==> src/rtl/avalon_packetizer_if.sv <==
`default_nettype none
// ============================================================================
// Module   : avalon_st_if
// Purpose  : Avalon-ST streaming bundle (data, valid, rdy, sop, eop, empty)
//            with master and slave views.
// Revision : 1.0 - initial release
// ============================================================================
interface avalon_st_if #(
  parameter int DATA_WIDTH_IN_BYTES = 16
) ();
  localparam int EMPTY_WIDTH = (DATA_WIDTH_IN_BYTES > 1) ? $clog2(DATA_WIDTH_IN_BYTES) : 1;

  logic [8*DATA_WIDTH_IN_BYTES-1:0] data;
  logic                             valid;
  logic                             rdy;
  logic                             sop;
  logic                             eop;
  logic [EMPTY_WIDTH-1:0]           empty;

  modport master (output data, valid, sop, eop, empty, input rdy);
  modport slave  (input data, valid, sop, eop, empty, output rdy);
endinterface
`default_nettype wire

==> src/rtl/avalon_packetizer.sv <==
`default_nettype none
// ============================================================================
// Module   : avalon_packetizer
// Purpose  : Frames an unframed word stream into Avalon-ST packets using a
//            per-packet byte-length command (sop/eop/empty generation).
//            DATA_WIDTH_IN_BYTES must be a power of two, at least 2.
// Revision : 1.0 - initial release
// ============================================================================
module avalon_packetizer #(
  parameter int DATA_WIDTH_IN_BYTES = 16,
  parameter int LEN_WIDTH           = 16
) (
  input  logic                 clk,
  input  logic                 rst,
  avalon_st_if.slave           raw_msg,
  input  logic [LEN_WIDTH-1:0] pkt_len_bytes,
  input  logic                 pkt_len_valid,
  output logic                 pkt_len_rdy,
  avalon_st_if.master          framed_msg,
  output logic                 zero_len_indi,
  output logic [15:0]          pkt_done_cnt
);
  localparam int EW = $clog2(DATA_WIDTH_IN_BYTES);

  typedef enum logic [0:0] {
    IDLE   = 1'b0,
    ACTIVE = 1'b1
  } state_t;

  state_t               state;
  state_t               state_nxt;
  logic [LEN_WIDTH-1:0] words_total;
  logic [LEN_WIDTH-1:0] word_idx;
  logic [EW-1:0]        last_empty;

  logic [EW-1:0]        len_rem;
  logic [EW-1:0]        len_empty;
  logic [LEN_WIDTH-1:0] len_words;
  logic                 cmd_accept;
  logic                 cmd_zero;
  logic                 is_last;
  logic                 beat_fire;

  // Framing fields on the raw side carry no meaning and are discarded.
  logic unused_raw_fields;
  assign unused_raw_fields = ^{raw_msg.sop, raw_msg.eop, raw_msg.empty};

  // Shift-based ceil division: the quotient of a LEN_WIDTH value by
  // 2^EW leaves EW bits of headroom, so adding the round-up bit never wraps.
  assign len_rem    = pkt_len_bytes[EW-1:0];
  assign len_words  = (pkt_len_bytes >> EW) + {{(LEN_WIDTH-1){1'b0}}, |len_rem};
  assign len_empty  = ~len_rem + 1'b1;
  assign cmd_accept = pkt_len_valid && pkt_len_rdy;
  assign cmd_zero   = (pkt_len_bytes == '0);
  assign is_last    = (word_idx == words_total - 1'b1);
  assign beat_fire  = (state == ACTIVE) && raw_msg.valid && framed_msg.rdy;

  // State register.
  always_ff @(posedge clk) begin
    if (rst) begin
      state <= IDLE;
    end else begin
      state <= state_nxt;
    end
  end

  // Next-state logic and combinational passthrough/framing outputs.
  always_comb begin
    state_nxt        = state;
    pkt_len_rdy      = 1'b0;
    raw_msg.rdy      = 1'b0;
    framed_msg.data  = raw_msg.data;
    framed_msg.valid = 1'b0;
    framed_msg.sop   = 1'b0;
    framed_msg.eop   = 1'b0;
    framed_msg.empty = '0;
    case (state)
      IDLE: begin
        pkt_len_rdy = 1'b1;
        if (pkt_len_valid && !cmd_zero) begin
          state_nxt = ACTIVE;
        end
      end
      ACTIVE: begin
        framed_msg.valid = raw_msg.valid;
        raw_msg.rdy      = framed_msg.rdy;
        framed_msg.sop   = raw_msg.valid && (word_idx == '0);
        framed_msg.eop   = raw_msg.valid && is_last;
        if (raw_msg.valid && is_last) begin
          framed_msg.empty = last_empty;
        end
        if (beat_fire && is_last) begin
          state_nxt = IDLE;
        end
      end
      default: state_nxt = IDLE;
    endcase
  end

  // Packet bookkeeping: length latch, beat index, drop pulse, done counter.
  always_ff @(posedge clk) begin
    if (rst) begin
      words_total   <= '0;
      word_idx      <= '0;
      last_empty    <= '0;
      zero_len_indi <= 1'b0;
      pkt_done_cnt  <= '0;
    end else begin
      zero_len_indi <= cmd_accept && cmd_zero;
      if (cmd_accept && !cmd_zero) begin
        words_total <= len_words;
        last_empty  <= len_empty;
        word_idx    <= '0;
      end else if (beat_fire) begin
        if (is_last) begin
          word_idx     <= '0;
          pkt_done_cnt <= pkt_done_cnt + 16'd1;
        end else begin
          word_idx <= word_idx + 1'b1;
        end
      end
    end
  end
endmodule
`default_nettype wire

==> src/flat_wrapper.sv <==
// flat-port wrapper written by rule: the top's interface ports become plain ports
module avalon_packetizer_flat 
#(
  parameter int DATA_WIDTH_IN_BYTES = 16,
  parameter int LEN_WIDTH           = 16
)
  (clk, rst, pkt_len_bytes, pkt_len_valid, pkt_len_rdy, zero_len_indi, pkt_done_cnt, raw_msg_data, raw_msg_valid, raw_msg_sop, raw_msg_eop, raw_msg_empty, raw_msg_rdy, framed_msg_data, framed_msg_valid, framed_msg_sop, framed_msg_eop, framed_msg_empty, framed_msg_rdy);
  avalon_st_if #(.DATA_WIDTH_IN_BYTES(DATA_WIDTH_IN_BYTES)) raw_msg_i ();
  avalon_st_if #(.DATA_WIDTH_IN_BYTES(DATA_WIDTH_IN_BYTES)) framed_msg_i ();
  input  logic clk;
  input  logic rst;
  input  logic [LEN_WIDTH-1:0] pkt_len_bytes;
  input  logic pkt_len_valid;
  output logic pkt_len_rdy;
  output logic zero_len_indi;
  output logic [15:0] pkt_done_cnt;
  input wire logic [$bits(raw_msg_i.data)-1:0] raw_msg_data;
  input wire logic [$bits(raw_msg_i.valid)-1:0] raw_msg_valid;
  input wire logic [$bits(raw_msg_i.sop)-1:0] raw_msg_sop;
  input wire logic [$bits(raw_msg_i.eop)-1:0] raw_msg_eop;
  input wire logic [$bits(raw_msg_i.empty)-1:0] raw_msg_empty;
  output wire logic [$bits(raw_msg_i.rdy)-1:0] raw_msg_rdy;
  output wire logic [$bits(framed_msg_i.data)-1:0] framed_msg_data;
  output wire logic [$bits(framed_msg_i.valid)-1:0] framed_msg_valid;
  output wire logic [$bits(framed_msg_i.sop)-1:0] framed_msg_sop;
  output wire logic [$bits(framed_msg_i.eop)-1:0] framed_msg_eop;
  output wire logic [$bits(framed_msg_i.empty)-1:0] framed_msg_empty;
  input wire logic [$bits(framed_msg_i.rdy)-1:0] framed_msg_rdy;
  assign raw_msg_i.data = raw_msg_data;
  assign raw_msg_i.valid = raw_msg_valid;
  assign raw_msg_i.sop = raw_msg_sop;
  assign raw_msg_i.eop = raw_msg_eop;
  assign raw_msg_i.empty = raw_msg_empty;
  assign raw_msg_rdy = raw_msg_i.rdy;
  assign framed_msg_data = framed_msg_i.data;
  assign framed_msg_valid = framed_msg_i.valid;
  assign framed_msg_sop = framed_msg_i.sop;
  assign framed_msg_eop = framed_msg_i.eop;
  assign framed_msg_empty = framed_msg_i.empty;
  assign framed_msg_i.rdy = framed_msg_rdy;
  avalon_packetizer #(.DATA_WIDTH_IN_BYTES(DATA_WIDTH_IN_BYTES), .LEN_WIDTH(LEN_WIDTH)) u_core (.clk(clk), .rst(rst), .raw_msg(raw_msg_i), .pkt_len_bytes(pkt_len_bytes), .pkt_len_valid(pkt_len_valid), .pkt_len_rdy(pkt_len_rdy), .framed_msg(framed_msg_i), .zero_len_indi(zero_len_indi), .pkt_done_cnt(pkt_done_cnt));
endmodule
==> config.mk <==
export PLATFORM = sky130hd
export DESIGN_NAME = avalon_packetizer_flat
export DESIGN_NICKNAME = d
export VERILOG_FILES = /design/src/rtl/avalon_packetizer_if.sv /design/src/rtl/avalon_packetizer.sv /design/src/flat_wrapper.sv
export SDC_FILE = /design/constraint.sdc
export NUM_CORES = 1
export LEC_CHECK = 0
export CAP_MARGIN = 20
export CORE_MARGIN = 10
export CORE_UTILIZATION = 36
export DETAILED_ROUTE_END_ITERATION = 8
export GPL_TIMING_DRIVEN = 0
export PLACE_DENSITY = 0.87
export SLEW_MARGIN = 20
export SYNTH_ARGS = -nofsm -noshare
export SYNTH_HDL_FRONTEND = slang
export SYNTH_SLANG_ARGS = --single-unit
export TNS_END_PERCENT = 50
==> constraint.sdc <==
create_clock -name clk -period 7.2 [get_ports clk]
set_input_delay 1.44 -clock clk [delete_from_list [all_inputs] [get_ports clk]]
set_output_delay 1.44 -clock clk [all_outputs]
set_load 0.1 [all_outputs]
* Word level (Yosys, flattened, before mapping)
Cells that the tools add are included.
W data, S select, Z words.
** Cells by class
- Equality and inequality tests :: 1
- Add/sub/neg operators :: 5
- Bitwise gates (word level) :: 3
- Reductions and logical operators :: 15
- Muxes and demuxes :: 11
** Operators by type and width (count)
- $add A16 B1 Y16 const B :: 2
- $logic_not A16 Y1 :: 2
- $eq A16 B16 Y1 :: 1
- $mux W16 :: 1
- $sub A16 B1 Y16 const B :: 1
- $add A12 B1 Y13 :: 1
- $logic_and A1 B1 Y1 :: 9
- $mux W4 :: 2
- $mux W1 :: 7
- $add A4 B1 Y4 const B :: 1
- $not A4 Y4 :: 1
- $reduce_or A4 Y1 :: 1
- $reduce_and A3 Y1 :: 1
- $not A1 Y1 :: 2
- $pmux W1 S2 :: 1
- $reduce_or A2 Y1 :: 1
- $logic_not A1 Y1 :: 1
** Storage, ports and cells
- Output and inout bits :: 154
- Word-level logic and storage cells :: 41
- Input port bits :: 155
- Register bits :: 54

* Logic depth before layout (Yosys ltp)
Gate-level depths: netlist of run 1.
- Word-level depth :: 5
- Gate-level depth with buffers :: 11
- Gate-level depth less buffers :: 11

* Least setup slack after synthesis of run 1
No wires, ideal clock.
- Kind :: input -> output
- From :: in raw_msg_valid
- To :: out framed_msg_sop
- Path buffers :: 1
- Arrival :: 5.423 ns
- Required time :: 5.760 ns
- Stages :: 4
- Setup slack :: 0.337 ns
- Cells stage by stage :: and2_1 -> clkbuf_1 -> nand2_1 -> nor4_1
** On the way
- Longest elaborated chain between the ends :: 2
** RTL lines
- from (decl) :: line flat_wrapper.sv:18 : input wire logic [$bits(raw_msg_i.valid)-1:0] raw_msg_valid;
- $logic_and A1 B1 Y1 :: line avalon_packetizer.sv:87 : framed_msg.sop = raw_msg.valid && (word_idx == '0);
- $mux W1 :: line avalon_packetizer.sv:77 : case (state)
- to (decl) :: line flat_wrapper.sv:25 : output wire logic [$bits(framed_msg_i.sop)-1:0] framed_msg_sop;
No other way between the ends.

* Final worst setup path of run 1
- From :: reg u_core.words_total[0]
- To :: out framed_msg_empty[0]
** On the way
- Longest elaborated chain between the ends :: 5
** RTL lines
- from (decl) :: line avalon_packetizer.sv:32 : logic [LEN_WIDTH-1:0] words_total;
- from (signal assigned) :: line avalon_packetizer.sv:111 : words_total <= len_words;
- $sub A16 B1 Y16 :: line avalon_packetizer.sv:55 : assign is_last = (word_idx == words_total - 1'b1);
- $eq A16 B16 Y1 :: line avalon_packetizer.sv:55
- $logic_and A1 B1 Y1 :: line avalon_packetizer.sv:89 : if (raw_msg.valid && is_last) begin
- $mux W4 :: line avalon_packetizer.sv:89
- $mux W4 :: line avalon_packetizer.sv:77
- to (decl) :: line flat_wrapper.sv:27 : output wire logic [$bits(framed_msg_i.empty)-1:0] framed_msg_empty;
No other way between the ends.

==> results.tsv, run 1 <==
stage	metric	value	unit
pwr	register share of total power	0.299	
routing	Avg Vias per Cell	4.82	
timing	Slew headroom	0.318	
synthesis	Main synth FF type	dfxtp_1	
routing	post-route ant nets	0	
pwr	Pleak	0.00237	uW
outcome	outcome	completed	
floorplan	row count	37	
worst_setup_path	worst path buffer plus inverter count	2	
timing	Slew Limit Fails	0	
synthesis	top-area cell type share of the netlist area	0.264	
finish	Fillers	882	
global_routing	GRT Overall Usage	0.156	
synthesis	Syn Inst Count	490	
timing	Sum Neg Setup Slack	0	ps
synthesis	Synth area leaders	dfxtp_1 (26%), buf_4 (25%), xor2_1 (6.3%), xnor2_1 (3.6%), nand2_1 (3.5%)	
floorplan	Initial Util	0.371	
pwr	sw power	484	uW
routing	Initial DRT Pass Iterations	4	
clock_tree	Clock Tree Buf Depth	2	
timing	Least-Margin Pin Slew	1020	ps
synthesis	#FFs+latches synth	51	
finish	fin area	5880	um^2
finish	final antenna diode count	0	
routing	Post-Route WL	13.3	mm
synthesis	area of the mapped netlist	3870	um^2
finish	Seq. cell area	1020	um^2
worst_setup_path	CP required	5760	ps
finish	Final Net Count	833	
floorplan	die area	15300	um^2
pwr	Clock Power Share	0.179	
floorplan	Die W	124	um
global_routing	grt ovf	0	
worst_setup_path	Largest stage delay, worst path	1150	ps
clock_tree	clock tree from TritonCTS	yes	
placement	area of placed instances	5780	um^2
timing	setup violators final	0	
finish	area of the multi-input gates	1770	um^2
worst_setup_path	Critical Path Most Common Cell	and3_1	
global_routing	antenna violations before repair	0	
worst_setup_path	WS Path Type	flop to primary output	
hold_path	Hold WC Path Type	flop to flop	
clock_tree	clk_lat worst skew	310	ps
synthesis	Synth area leader	dfxtp_1	
floorplan	IO Count	309	
clock_tree	Clock Tree Root	clkbuf_8	
floorplan	Core ar.	10400	um^2
worst_setup_path	cell class contributing the biggest share of worst-path delay	simple AND/OR/NAND/NOR gates	
pwr	Sw Share	0.486	
clock_tree	CTS sink count	51	
synthesis	post-synthesis async set-or-reset flop share	0	
clock_tree	Post-CTS Resized	0	
clock_tree	Num CTS Buffers	5	
synthesis	Post-synth EDFFs	0	
synthesis	Mapped Nets	652	
clock_tree	setup bufs post-CTS	0	
timing	RSZ-0062 raised after global routing	no	
worst_setup_path	crit-path max FO	7	
placement	Final GP Congestion	0.901	
pwr	worst vdd ir	100	uV
worst_setup_path	Critical Path Slowest Stage Cell	clkdlybuf4s50_1	
floorplan	height of the die	124	um
pwr	Pint	510	uW
worst_setup_path	worst path arrival time	4090	ps
timing	fin crit share	0.768	
flow_run	Max Cap Viol	0	
clock_tree	# hold bufs at CTS	0	
synthesis	sequential cell area fraction in the yosys report	0.264	
timing	post-layout min period	5530	ps
global_routing	first-pass GRT wire length	19.8	mm
timing	Final Hold Fails	0	
finish	share of layout cells above drive strength 1	0.219	
clock_tree	H-tree depth	2	
routing	number of remaining DRC errors	0	
timing	achievable clock frequency	0.181	GHz
routing	Detailed Route Iter0 Violations	224	
finish	Layout area overhead	51.9	%
global_routing	largest net degree at the start of global routing	19	
routing	Routed WL per cell	16.4	um
routing	via count	3898	
timing	clk_skew	11.8	ps
worst_setup_path	crit path capture type	primary output	
placement	Port-buffer cells	174	
synthesis	synthesis warning total	0	
synthesis	Post-Syn Area per Cell	7.89	um^2
pwr	PwrDens	169	nW/um^2
placement	HPWL Detailed	11.4	mm
worst_setup_path	worst-path cell chain	inv_1 > ha_1 > nor3b_1 > and3_1 > a31oi_1 > nor3_1 > and4_1 > and3_1 > clkdlybuf4s50_1	
pwr	Comb pwr share	0.522	
clock_tree	CTS clk-pin slew, worst paths	100	ps
global_routing	vias in the first global route	3974	
worst_setup_path	Startpoint Class	flop	
synthesis	Unique masters post-synth	46	
[power by group through the flow]
| stage | combinational (uW) | sequential (uW) | clock [uW] |
|---|---|---|---|
| 2_1_floorplan | 415 | 302 | 0 |
| 3_3_place_gp | 516 | 303 | 0 |
| 3_5_place_dp | 521 | 304 | 0 |
| 4_1_cts | 522 | 297 | 181 |
| 5_1_grt | 538 | 299 | 191 |
| 6_report | 519 | 297 | 178 |
[per-layer routing]
layer	share of wire	track usage	wire length (um)
met5	0	0	0
met2	0.54	0.300	7140
met3	0.14	0.0652	1790
met1	0.31	0.151	4130
met4	0.014	0.0393	186
[path summary, 6_finish.rpt]
path | from | end | slack [ps] | cells past startpoint
worst max register to register | u_core.words_total[0]$_SDFFE_PP0P_ | u_core.pkt_done_cnt[10]$_SDFFE_PP0P_ | 4110 | 10
worst min-delay path | u_core.last_empty[2]$_SDFFE_PP0P_ | u_core.last_empty[2]$_SDFFE_PP0P_ | 470 | 2
worst min register to register | u_core.last_empty[2]$_SDFFE_PP0P_ | u_core.last_empty[2]$_SDFFE_PP0P_ | 470 | 2
worst max-delay path | u_core.words_total[0]$_SDFFE_PP0P_ | framed_msg_empty[0] | 1670 | 9
[worst register-to-register path: stages (launching register included)]
cell	delay [ps]
dfxtp_1	360
inv_1	70
ha_1	230
nor3b_1	600
and3_1	240
a31oi_1	70
nor3_1	400
nand4_2	200
buf_6	190
or4_1	500
a21oi_1	160
[cell usage in the layout, fill, tap and decap left out, drive strengths merged, types with 8 or more instances in the layout]
| master | netlist | layout |
|---|---|---|
| xor2 | 28 | 28 |
| dfxtp | 51 | 51 |
| clkbuf | 13 | 18 |
| nand4 | 10 | 10 |
| nand2 | 36 | 36 |
| or3 | 11 | 11 |
| and3 | 16 | 16 |
| or4 | 8 | 8 |
| nor3 | 9 | 9 |
| buf | 132 | 132 |
| o21ai | 25 | 25 |
| nor4 | 9 | 9 |
| nor2 | 29 | 29 |
| clkdlybuf4s50 | 0 | 174 |
| xnor2 | 16 | 16 |
| a21oi | 15 | 15 |
| inv | 12 | 13 |
| nand3 | 19 | 19 |
[sequential cells by signal, summed over array words and instances (netlist names)]
register and flops:
u_core.word_idx 16, u_core.zero_len_indi 1, u_core.state 1, u_core.last_empty 4
u_core.pkt_done_cnt 16, u_core.words_total 13
[through the flow]
stage          total power, uW  worst slack (ps)  utilization  std cells  hold slack, ps
2_1_floorplan              717               337            -        490             417
5_1_grt                   1030              1420        0.564        808             529
3_3_place_gp               820              1760        0.555        800             434
3_5_place_dp               825              1760        0.555        800             444
4_1_cts                   1000              1610        0.564        808             474
6_report                   994              1670        0.564        808             472
[Yosys cell counts (5+ instances only)]
cell type	number
xor2_1	28
buf_4	128
clkbuf_1	13
o21ai_0	18
nand2_1	36
nand3_1	19
and3_1	16
a21oi_1	15
xnor2_1	16
nor2_1	29
nor4_1	9
ha_1	7
inv_1	12
nor3_1	9
or3_1	11
o21ai_1	6
dfxtp_1	51
o31ai_1	6
nand4_1	9
or4_1	8
and2_1	5
[kinds of logic (layout without fill, tap and decap cells)]
kind of cell,count (synthesis),after routing,share of synthesized area
flops,51,51,0.264
fa+ha+maj,7,7,0.0226
xor+xnor,44,44,0.0996
compound gates,61,61,0.0984
mux,2,2,0.00518
buf+inv,157,339,0.280
simple gates,168,168,0.231
[final cells by class]
| class | instances | share of cell area |
|---|---|---|
| Timing Repair Buffer | 174 | 0.296 |
| Multi-Input combinational cell | 282 | 0.300 |
| Inverter | 12 | 0.00767 |
| Clock buffer | 5 | 0.0117 |
| Buffer | 145 | 0.176 |
| Clock inverter | 3 | 0.00468 |
| Tap cell | 136 | 0.0290 |
| Sequential cell | 51 | 0.174 |
Power figures use the tool's default switching activity.
==> run 2, diff against run 1 <==
CORE_UTILIZATION = 34   (was 36)
PLACE_DENSITY = 0.83   (was 0.87)
clock period = 5.2 ns   (was 7.2 ns; I/O delays follow)
==> results.tsv, run 2 (synthesis results as in run 1) <==
stage	metric	value	unit	change
placement	HPWL Detailed	11.5	mm	was 11.4 mm
timing	Slew Limit Fails	0		unchanged
worst_setup_path	critical path depth in cells	9		unchanged
clock_tree	Post-CTS Resized	0		unchanged
global_routing	grt ovf	0		unchanged
timing	setup ws final	443	ps	was 1670 ps
hold_path	Hold WC Path Type	flop to flop		unchanged
worst_setup_path	RR Startpoint	u_core.words_total[0]$_SDFFE_PP0P_		unchanged
global_routing	GRT Overall Usage	0.152		was 0.156
worst_setup_path	crit-path max FO	7		unchanged
hold_path	Hold Path End	u_core.last_empty[2]$_SDFFE_PP0P_		unchanged
timing	Slew headroom	0.320		was 0.318
outcome	outcome	completed		unchanged
floorplan	row count	38		was 37
routing	Detailed Route Iter0 Violations	149		was 224
clock_tree	clk_lat worst skew	290	ps	was 310 ps
worst_setup_path	cell class contributing the biggest share of worst-path delay	simple AND/OR/NAND/NOR gates		unchanged
hold_path	hold path startpoint	u_core.last_empty[2]$_SDFFE_PP0P_		unchanged
worst_setup_path	Worst R2R Setup Slack	2050	ps	was 4110 ps
hold_path	Hold Path Cell Cnt	2		unchanged
clock_tree	CTS clk-pin slew, worst paths	70	ps	was 100 ps
floorplan	height of the die	127	um	was 124 um
global_routing	vias in the first global route	4179		was 3,974
timing	setup violators final	0		unchanged
worst_setup_path	Critical Path Slowest Stage Cell	dlymetal6s2s_1		was clkdlybuf4s50_1
timing	Final Hold Fails	0		unchanged
finish	most frequent cells in the layout	clkdlybuf4s50_1 (169), buf_4 (128), dfxtp_1 (51)		was clkdlybuf4s50_1 (174), buf_4 (128), dfxtp_1 (51)
timing	achievable clock frequency	0.210	GHz	
worst_setup_path	Critical Path Most Common Cell	and3_1		unchanged
timing	Least-Margin Pin Slew	1020	ps	about the same
global_routing	antenna violations before repair	0		unchanged
clock_tree	Num CTS Buffers	5		unchanged
clock_tree	Clock Tree Buf Depth	2		unchanged
pwr	PwrDens	247	nW/um^2	was 169 nW/um^2
finish	most common cell after layout, fill and taps aside	clkdlybuf4s50_1		unchanged
routing	via count	3862		was 3,898
flow_run	Max Cap Viol	0		unchanged
placement	dpl ws	388	ps	was 1760 ps
finish	fin area	5960	um^2	was 5880 um^2
placement	Final GP Congestion	0.855		was 0.901
finish	Regs by FF count	u_core.pkt_done_cnt (16), u_core.word_idx (16), u_core.words_total (13)		unchanged
worst_setup_path	worst path buffer plus inverter count	2		unchanged
finish	Layout area overhead	54.1	%	was 51.9%
clock_tree	# hold bufs at CTS	0		unchanged
routing	Routed WL per cell	16.3	um	was 16.4 um
floorplan	IO Count	309		unchanged
worst_setup_path	Largest stage delay, worst path	760	ps	was 1150 ps
timing	post-layout min period	4760	ps	
clock_tree	Clock Tree Root	clkbuf_16		was clkbuf_8
floorplan	die area	16000	um^2	was 15,300 um^2
routing	Avg Vias per Cell	4.76		was 4.82
finish	share of layout cells above drive strength 1	0.220		was 0.219
worst_setup_path	Reg2Reg Depth	11		was 10
routing	number of remaining DRC errors	0		unchanged
worst_setup_path	Startpoint Class	flop		unchanged
placement	Port-buffer cells	174		unchanged
timing	clk_skew	4.74	ps	was 11.8 ps
floorplan	Initial Util	0.352		was 0.371
pwr	Final Power	1470	uW	was 994 uW
worst_setup_path	worst-path cell chain	inv_1 > ha_1 > nor3b_1 > and3_1 > a31oi_1 > nor3_1 > and4_1 > and3_1 > dlymetal6s2s_1		was inv_1 > ha_1 > nor3b_1 > and3_1 > a31oi_1 > nor3_1 > and4_1 > and3_1 > clkdlybuf4s50_1
floorplan	Die W	127	um	was 124 um
finish	Final Net Count	833		unchanged
worst_setup_path	crit path capture type	primary output		unchanged
finish	post-layout util	0.542		was 0.564
routing	post-route ant nets	0		unchanged
clock_tree	CTS sink count	51		unchanged
finish	final antenna diode count	0		unchanged
timing	Sum Neg Setup Slack	0	ps	unchanged
floorplan	Core ar.	11000	um^2	was 10,400 um^2
routing	Post-Route WL	13.3	mm	about the same
worst_setup_path	WS Path Type	flop to primary output		unchanged
timing	fin crit share	0.915		
timing	RSZ-0062 raised after global routing	no		unchanged
routing	Initial DRT Pass Iterations	4		unchanged
clock_tree	clock tree from TritonCTS	yes		unchanged
worst_setup_path	CP required	4160	ps	was 5760 ps
pwr	Pleak	0.00250	uW	was 0.00237 uW
worst_setup_path	worst path arrival time	3720	ps	was 4090 ps
placement	area of placed instances	5790	um^2	was 5780 um^2
global_routing	first-pass GRT wire length	20.7	mm	was 19.8 mm
pwr	worst vdd ir	129	uV	was 100 uV
clock_tree	setup bufs post-CTS	0		unchanged
clock_tree	H-tree depth	2		unchanged
global_routing	largest net degree at the start of global routing	17		was 19
worst_setup_path	r2r endpoint	u_core.word_idx[15]$_SDFFE_PP0P_		was u_core.pkt_done_cnt[10]$_SDFFE_PP0P_
## run 2: worst max-delay path by stage
stage | startpoint | to | slack (ps)
2_1_floorplan | raw_msg_valid | framed_msg_sop | 270
3_3_place_gp | u_core.words_total[0]$_SDFFE_PP0P_ | framed_msg_empty[1] | 460
3_5_place_dp | u_core.words_total[0]$_SDFFE_PP0P_ | framed_msg_empty[1] | 390
4_1_cts | u_core.words_total[0]$_SDFFE_PP0P_ | framed_msg_empty[1] | 60
5_1_grt | u_core.words_total[0]$_SDFFE_PP0P_ | framed_msg_empty[1] | 180
6_report | u_core.words_total[0]$_SDFFE_PP0P_ | framed_msg_empty[1] | 440
## run 2: layer usage
| layer | vias up | wire [um] | GRT usage |
|---|---|---|---|
| met3 | 9 | 1550 | 0.0687 |
| met4 | 0 | 111 | 0.0355 |
| li1 | 1907 | - | - |
| met5 | - | 0 | 0 |
| met2 | 194 | 7320 | 0.299 |
| met1 | 1752 | 4270 | 0.136 |
## run 2: final cells by class
type / instances / area (um^2)
tap: 140 / 175
clock inverter: 2 / 16.3
multi-input combinational: 282 / 1770
buffer: 145 / 1040
timing repair buffer: 174 / 1750
sequential: 51 / 1020
fill: 965 / 5020
inverter: 12 / 45.0
clock buffer: 6 / 139
## run 2: report_power, final
part,internal [uW],leakage (uW),switching (uW)
Clock,192,0.0000731,146
Sequential,401,0.000414,10.6
Combinational,207,0.00201,513
## run 2: worst min-delay path, delay by kind of cell (launching register included)
family	cells	cell delay (ps)
flops	1	330
compound gates	1	60
simple gates	1	40
## run 2: per-stage QoR
| stage | hold WS [ps] | cells |
|---|---|---|
| 2_1_floorplan | 417 | 490 |
| 3_3_place_gp | 434 | 804 |
| 3_5_place_dp | 445 | 804 |
| 4_1_cts | 458 | 812 |
| 5_1_grt | 499 | 812 |
| 6_report | 466 | 812 |
